===== src/rtl/async_fifo_rd_stream.sv =====
// async_fifo_rd_stream: read-domain drainer for the async FIFO.
// Pops the FIFO, absorbs its read latency, emits a framed valid/ready stream.
module async_fifo_rd_stream #(
  parameter int data_width = 8,
  parameter int BUF_DEPTH  = 4,
  parameter int BURST_LEN  = 16
) (
  input  logic                             rd_clk,
  input  logic                             rd_rst,
  input  logic                             enable,
  input  logic                             flush,
  input  logic                             fifo_empty,
  input  logic [data_width-1:0]            fifo_data,
  output logic                             fifo_rd_en,
  output logic                             m_valid,
  input  logic                             m_ready,
  output logic [data_width-1:0]            m_data,
  output logic                             m_last,
  output logic [$clog2(BUF_DEPTH+1)-1:0]   level,
  output logic [15:0]                      beat_cnt
);

  localparam int LW = $clog2(BUF_DEPTH+1);
  localparam int PW = $clog2(BUF_DEPTH);
  localparam logic [15:0]   LAST_BEAT = 16'(BURST_LEN-1);
  localparam logic [LW:0]   DEPTH_W   = (LW+1)'(BUF_DEPTH);
  localparam logic [PW-1:0] PTR_MAX   = PW'(BUF_DEPTH-1);

  logic [data_width-1:0] r_mem [BUF_DEPTH];
  logic [PW-1:0]         r_head;
  logic [PW-1:0]         r_tail;
  logic [LW-1:0]         r_level;
  logic                  r_pend;
  logic [15:0]           r_beat;

  logic [LW:0]   w_occ;
  logic          w_room;
  logic          w_push;
  logic          w_pop;
  logic          w_valid;
  logic [PW-1:0] w_head_nxt;
  logic [PW-1:0] w_tail_nxt;

  // Occupancy counts the in-flight word so it always has a slot.
  assign w_valid    = (r_level != '0);
  assign w_occ      = {1'b0, r_level} + {{LW{1'b0}}, r_pend};
  assign w_room     = (w_occ < DEPTH_W);
  assign fifo_rd_en = enable & ~fifo_empty & ~flush & ~rd_rst & w_room;

  // A flush cycle neither captures nor transfers.
  assign w_push = r_pend & ~flush;
  assign w_pop  = w_valid & m_ready & ~flush;

  assign w_head_nxt = (r_head == PTR_MAX) ? '0 : r_head + PW'(1);
  assign w_tail_nxt = (r_tail == PTR_MAX) ? '0 : r_tail + PW'(1);

  assign m_valid  = w_valid;
  assign m_data   = w_valid ? r_mem[r_head] : '0;
  assign m_last   = w_valid & (r_beat == LAST_BEAT);
  assign level    = r_level;
  assign beat_cnt = r_beat;

  // Track the word whose data arrives one cycle after its pop.
  always_ff @(posedge rd_clk) begin
    if (rd_rst) begin
      r_pend <= 1'b0;
    end else begin
      r_pend <= fifo_rd_en;
    end
  end

  // Circular buffer pointers and fill level.
  always_ff @(posedge rd_clk) begin
    if (rd_rst || flush) begin
      r_head  <= '0;
      r_tail  <= '0;
      r_level <= '0;
    end else begin
      if (w_push) begin
        r_tail <= w_tail_nxt;
      end
      if (w_pop) begin
        r_head <= w_head_nxt;
      end
      unique case ({w_push, w_pop})
        2'b10:   r_level <= r_level + LW'(1);
        2'b01:   r_level <= r_level - LW'(1);
        default: r_level <= r_level;
      endcase
    end
  end

  // Capture the FIFO's registered read data into the tail slot.
  always_ff @(posedge rd_clk) begin
    if (w_push && !rd_rst) begin
      r_mem[r_tail] <= fifo_data;
    end
  end

  // Beat index within the burst, advancing on each transfer.
  always_ff @(posedge rd_clk) begin
    if (rd_rst || flush) begin
      r_beat <= '0;
    end else if (w_pop) begin
      r_beat <= (r_beat == LAST_BEAT) ? 16'd0 : r_beat + 16'd1;
    end
  end

endmodule


===== config.mk =====
export PLATFORM = sky130hd
export DESIGN_NAME = async_fifo_rd_stream
export DESIGN_NICKNAME = d
export VERILOG_FILES = /design/src/rtl/async_fifo_rd_stream.sv
export SDC_FILE = /design/constraint.sdc
export NUM_CORES = 1
export LEC_CHECK = 0
export BUFFER_PORTS_ARGS = -buffer_cell sky130_fd_sc_hd__clkbuf_2
export CORE_MARGIN = 2
export CORE_UTILIZATION = 55
export DETAILED_ROUTE_END_ITERATION = 8
export HOLD_SLACK_MARGIN = 0.02
export PLACE_DENSITY = 0.79
export SETUP_SLACK_MARGIN = 0.3
export SLEW_MARGIN = 5
export SYNTH_ARGS = -nofsm -noshare
export SYNTH_HDL_FRONTEND = slang
export SYNTH_SLANG_ARGS = --single-unit

===== constraint.sdc =====
create_clock -name rd_clk -period 2.66 [get_ports rd_clk]
set_input_delay 0.133 -clock rd_clk [delete_from_list [all_inputs] [get_ports rd_clk]]
set_output_delay 0.133 -clock rd_clk [all_outputs]
set_load 0.02 [all_outputs]

==> results of run 1 <==
per-stage QoR:
stage	util (%)	area (µm²)	worst slack, ps	total power, W	cells
after floorplan	-	2490	441	0.000983	200
after global placement	63.5	2770	528	0.00100	291
after detailed placement	63.5	2770	428	0.00101	291
after CTS	67.8	2950	385	0.00169	309
after global routing	68.2	2970	326	0.00173	310
final	68.2	2970	514	0.00167	310
worst max-delay path, stage by stage, from the launching register on:
cell	delay, ps
dfxtp_2	390
nor3_4	90
inv_1	70
nand2_1	130
inv_1	160
ha_1	200
inv_1	60
fa_1	370
xor2_1	160
or3_1	300
a21oi_1	140
routing by layer:
layer | up-vias | part of all wire, % | GRT usage (%)
met3 | 5 | 6.1 | 6.19
met4 | 0 | 1.0 | 8.81
met1 | 816 | 42 | 27.1
met2 | 53 | 51 | 32.2
li1 | 840 | - | -
met5 | - | 0 | 0
placed cells by master (no fill, tap or decap), types with 2 or more instances in the layout:
master,n
and3_1,5
nor4_1,4
o21ai_0,7
dfxtp_1,23
xor2_1,7
or3_1,7
a31oi_1,3
a21oi_1,10
mux4_2,8
nand2b_1,2
inv_1,9
nand3_1,6
dlygate4sd3_1,3
clkbuf_1,2
clkinv_2,4
and2_1,8
nor2_1,18
mux2i_1,3
clkbuf_8,10
nand2_1,9
xnor2_1,4
clkbuf_2,43
nand4_1,3
buf_4,3
dfxtp_2,3
ha_1,7
nor3_1,3
edfxtp_1,32
logic make-up (layout without fill, tap and decap cells):
kind of cell,count (synthesis),count (layout),share of synthesized area [%]
multiplexers,11,11,8.44
XOR/XNOR,11,11,3.87
flip-flops,58,58,59.5
adder cells (fa/ha/maj),8,8,4.32
AO/OA/AOI/OAI,20,20,4.17
AND/OR/NAND/NOR,76,76,17.2
buffers and inverters,16,74,2.46
area by class of cell:
cell class	count	area (µm²)
clock buffers	12	145
clock inverters	4	20.0
fillers	314	1380
inverters	9	33.8
multi-input cells	126	953
flip-flops and latches	58	1490
well taps	52	65.1
repair buffers	49	268
state kept, by name, summed over array words and instances, names as in the netlist, named ones only:
register  count
r_tail        2
level         3
r_pend        1
r_mem        32
beat_cnt     16
r_head        2
power by group through the flow:
stage	registers [W]	logic (W)	clock network (W)
3_5_place_dp	0.000967	0.0000388	0
6_report	0.000947	0.0000424	0.000684
4_1_cts	0.000947	0.0000413	0.000697
2_1_floorplan	0.000966	0.0000165	0
3_3_place_gp	0.000967	0.0000379	0
5_1_grt	0.000947	0.0000472	0.000737
final timing paths:
path / from / to / slack (ps) / cells after the start
worst min-delay path: fifo_data[2] / r_mem[1][2]$_DFFE_PP_ / 30 / 1
worst min register to register: r_head[1]$_SDFFE_PP0P_ / r_head[1]$_SDFFE_PP0P_ / 480 / 2
worst max-delay path: level[0]$_SDFFE_PP0P_ / level[2]$_SDFFE_PP0P_ / 510 / 10
worst max register to register: level[0]$_SDFFE_PP0P_ / level[2]$_SDFFE_PP0P_ / 510 / 10
what timing repair did:
action | CTS | global route
endpoints found under the hold margin | 6 | 4
hold buffers | 2 | 1
setup endpoints to repair | 0 | 2
resized for setup | 0 | 4
==> results_dict.tcl, run 1 <==
set metrics [dict create \
    place.gp.congestion 0.780 \
    p_int_w 0.00132 \
    synthCells 200 \
    fmax_mhz 466 \
    h-tree-depth 3 \
    synth.cell_area_um2 2490 \
    initial_core_util_pct 57.2 \
    ys_async_sr_fraction_pct 0 \
    peakVddDrop_uv 374 \
    dpl.hpwl_mm 3.37 \
    die_w_um 71.3 \
    comb_power_share_pct 2.5 \
    worst_slew_pin_slew_ps 516 \
    rsz0062_at_grt "no" \
    synthTopCellsByArea "edfxtp_1 (39%), dfxtp_1 (21%), mux4_2 (7.2%)" \
    grt_pass1_wl_mm 7.87 \
    cp-start-kind "flip-flop" \
    area_growth_syn_to_layout_pct 19.3 \
    fin_crit_sh_pct 80.7 \
    overflow 0 \
    drive_gt1_share_pct 29.1 \
    syn_area_per_cell_um2 12.4 \
    fin_skew_ps 10.3 \
    path_class "flip-flop to flip-flop" \
    cts.path.max_buffers 2 \
    arrival_ps 2400 \
    cts_setup_buffers 0 \
    grt_antenna_before_repair 0 \
    coreArea_um2 4350 \
    worstSkewPairLatency_ps 330 \
    sw_frac_of_total_pct 21.1 \
    yosys.cell_types.count 35 \
    dr.first_iter.drc_count 102 \
    synth_common_cells "edfxtp_1 (32), dfxtp_1 (26), nor2_1 (18), a21oi_1 (10)" \
    routed_via_density 5.53 \
    clkSinkCount 58 \
    clockRootBuffer "clkbuf_8" \
    p_clk_share_pct 40.9 \
    nets 275 \
    ys_seq_area_share_pct 59.5 \
    p_leak_nw 1.12 \
    synth_warnings 0 \
    rows 24 \
    end_kind "flip-flop" \
    seq_power_share_pct 56.6 \
    track_usage_pct 20.6 \
    fin_setup_tns_ps 0 \
    grt_max_degree 13 \
    status "finished, final reports clean" \
    syn-num-nets 222 \
    io_buffer_count 43 \
    power.density_nw_per_um2 564 \
    slew_violations 0 \
    cap_violations 0 \
    ant_nets 0 \
    slew_headroom_pct 65.5 \
    synth_edf_count 32 \
    switchingPower_w 0.000353 \
    die_area_um2 5080 \
    cts_buffers 9 \
    synth_most_common_cell "edfxtp_1" \
    synth_top_area_share_pct 38.6 \
    worstPathMaxFanout 8 \
    ys_ff_latch 58 \
    fin_crit_ps 2150 \
    hold_viol 0 \
    clk_pin_slew_worst_paths_ps 70 \
    io_pins 44 \
    crit_required_ps 2910 \
    diodes 0 \
    die_h_um 71.3 \
    cts_tree "yes" \
    yosysTopAreaCell "edfxtp_1" \
    min_path_type "input pin to flip-flop" \
    first_pass_iters 4 \
    num_vias 1714 \
    drc_errors 0 \
    synth_ff_type "edfxtp_1" \
    finalSetupViolations 0 \
    routed_wirelength_mm 4.78 \
    grt_pass1_vias 1634 \
    post_drt_wl_per_cell_um 15.4 \
    holdWs_ps 28.7 \
]
Note: power is estimated with default switching activity, not from simulation.
==> inputs of run 2 (changes only) <==
CORE_UTILIZATION = 49   (was 55)
PLACE_DENSITY = 0.74   (was 0.79)
clock period = 1.9 ns   (was 2.66 ns; I/O delays follow)
==> results_dict.tcl, run 2 (synthesis gave the netlist of run 1 again) <==
set metrics [dict create \
    area_growth_syn_to_layout_pct 39.0 \
    path_cells "nand2b_1 -> ha_4 -> inv_2 -> fa_2 -> xor2_1 -> or3_1 -> a21oi_2" \
    fin_crit_ps 1780 \
    num_vias 1848 \
    die_w_um 75.3 \
    clockRootBuffer "clkbuf_8" \
    largest_register_ffs 32 \
    slew_headroom_pct 67.8 \
    track_usage_pct 19.6 \
    fmax_mhz 562 \
    post_drt_wl_per_cell_um 15.0 \
    cts_buffers 9 \
    fin_crit_sh_pct 93.6 \
    crit_required_ps 2160 \
    overflow 0 \
    cp_slowest_cell "dfxtp_1" \
    drive_gt1_share_pct 45.4 \
    r2r_cells 7 \
    initial_core_util_pct 51.7 \
    h-tree-depth 3 \
    finalSetupViolations 0 \
    min_path_type "input pin to flip-flop" \
    slew_violations 0 \
    p_clk_share_pct 45.0 \
    worstSkewPairLatency_ps 330 \
    die_h_um 75.3 \
    diodes 0 \
    layout_commonest_cell "clkbuf_2" \
    cap_violations 0 \
    worstPathMaxFanout 9 \
    slowest_delay_ps 400 \
    clk_pin_slew_worst_paths_ps 70 \
    rows 25 \
    power.density_nw_per_um2 734 \
    fin_skew_ps 7.77 \
    finalNonFillerCells 351 \
    clkSinkCount 58 \
    num-fill-cells 338 \
    end_kind "flip-flop" \
    seq_power_share_pct 51.9 \
    drc_errors 0 \
    placed_area_um2 2910 \
    multi_input_area_um2 1060 \
    grt_antenna_before_repair 0 \
    grt_pass1_vias 1673 \
    cts_tree "yes" \
    hold_viol 0 \
    arrival_ps 2040 \
    dr.first_iter.drc_count 143 \
    coreArea_um2 4820 \
    dp.cells 314 \
    design_area_um2 3460 \
    peakVddDrop_uv 610 \
    status "finished, final reports clean" \
    comb_power_share_pct 3.1 \
    final_cell_mix "clkbuf_2 (34), edfxtp_1 (32), buf_4 (20)" \
    routed_via_density 5.26 \
    grt_pass1_wl_mm 7.82 \
    ant_nets 0 \
    cp-start-kind "flip-flop" \
    p_leak_nw 1.31 \
    cts.path.max_buffers 2 \
    grt_max_degree 13 \
    p_int_w 0.00197 \
    fin_setup_tns_ps 0 \
    nets 301 \
    routed_wirelength_mm 5.25 \
    sw_frac_of_total_pct 22.5 \
    worst_slew_pin_slew_ps 484 \
    first_pass_iters 5 \
    die_area_um2 5670 \
    fin_util_pct 71.8 \
    dpl.hpwl_mm 3.24 \
    io_buffer_count 43 \
    path_class "flip-flop to flip-flop" \
    regMostFlops "r_mem" \
    io_pins 44 \
    holdPathStages 4 \
    switchingPower_w 0.000572 \
    rsz0062_at_grt "yes" \
    place.gp.congestion 0.804 \
    seq_area_um2 1510 \
]
run 2: changes by cell type in the layout (fill, tap and decap cells not counted), moves of 4 or more:
| cell | before | now |
|---|---|---|
| and2_4 | 0 | 8 |
| clkinv_2 | 4 | 0 |
| clkinvlp_4 | 0 | 4 |
| buf_4 | 3 | 20 |
| buf_8 | 0 | 8 |
| buf_6 | 0 | 4 |
| dlygate4sd3_1 | 3 | 9 |
| clkbuf_2 | 43 | 34 |
| dfxtp_1 | 23 | 15 |
| and2_1 | 8 | 0 |
| dfxtp_4 | 0 | 5 |
run 2: per-stage QoR:
| stage | power [W] | setup slack, ps | hold slack, ps |
|---|---|---|---|
| 2_1_floorplan | 0.00137 | 95.9 | 194 |
| 3_3_place_gp | 0.00140 | 147 | 315 |
| 3_5_place_dp | 0.00141 | 94.2 | 320 |
| 4_1_cts | 0.00256 | 135 | 27.5 |
| 5_1_grt | 0.00262 | 28.4 | 74.5 |
| 6_report | 0.00254 | 122 | 38.0 |
run 2: path summary, 6_finish.rpt:
check / from / end / slack (ps)
worst max-delay path: r_pend$_SDFF_PP0_ / level[2]$_SDFFE_PP0P_ / 120
worst min-delay path: fifo_empty / r_pend$_SDFF_PP0_ / 40
worst max register to register: r_pend$_SDFF_PP0_ / level[2]$_SDFFE_PP0P_ / 120
worst min register to register: r_head[1]$_SDFFE_PP0P_ / r_head[1]$_SDFFE_PP0P_ / 490
run 2: critical path: cells and delay by family, from the launching register on:
family,cells,cell delay [ps]
and+or+nand+nor,2,490
adders and majority gates,2,490
DFF,1,400
xor gates and xnor gates,1,150
AOI/OAI and AO/OA,1,140
buffers and inverters,1,30
run 2: routing by layer:
metal / GRT usage, % / vias to the layer above / share of wire [%]
met1: 25.9 / 908 / 45
met4: 9.94 / 0 / 1.9
met2: 30.1 / 38 / 50
met3: 4.82 / 11 / 3.8
met5: 0 / - / 0
li1: - / 891 / -
run 2: layout make-up:
| class | count | area share (%) |
|---|---|---|
| repair buffers | 75 | 16.6 |
| flip-flops and latches | 58 | 43.6 |
| multi-input cells | 126 | 30.5 |
| clock inverters | 7 | 2.24 |
| well taps | 67 | 2.42 |
| clock buffers | 9 | 3.58 |
| inverters | 9 | 1.05 |
run 2: power groups by stage:
stage                     Clock (W)  Sequential [W]  Combinational, W
final                       0.00114         0.00132         0.0000796
after global routing        0.00122         0.00132         0.0000871
after CTS                   0.00117         0.00132         0.0000777
after detailed placement          0         0.00135         0.0000598
after global placement            0         0.00135         0.0000586
after floorplan                   0         0.00135         0.0000247
run 2: repair_timing:
item | CTS | global route
setup endpoints to repair | 18 | 22
hold endpoints to repair | 33 | 0
pin swaps | 15 | 4
hold buffers | 9 | 0
setup buffers | 10 | 2
resized for setup | 33 | 16
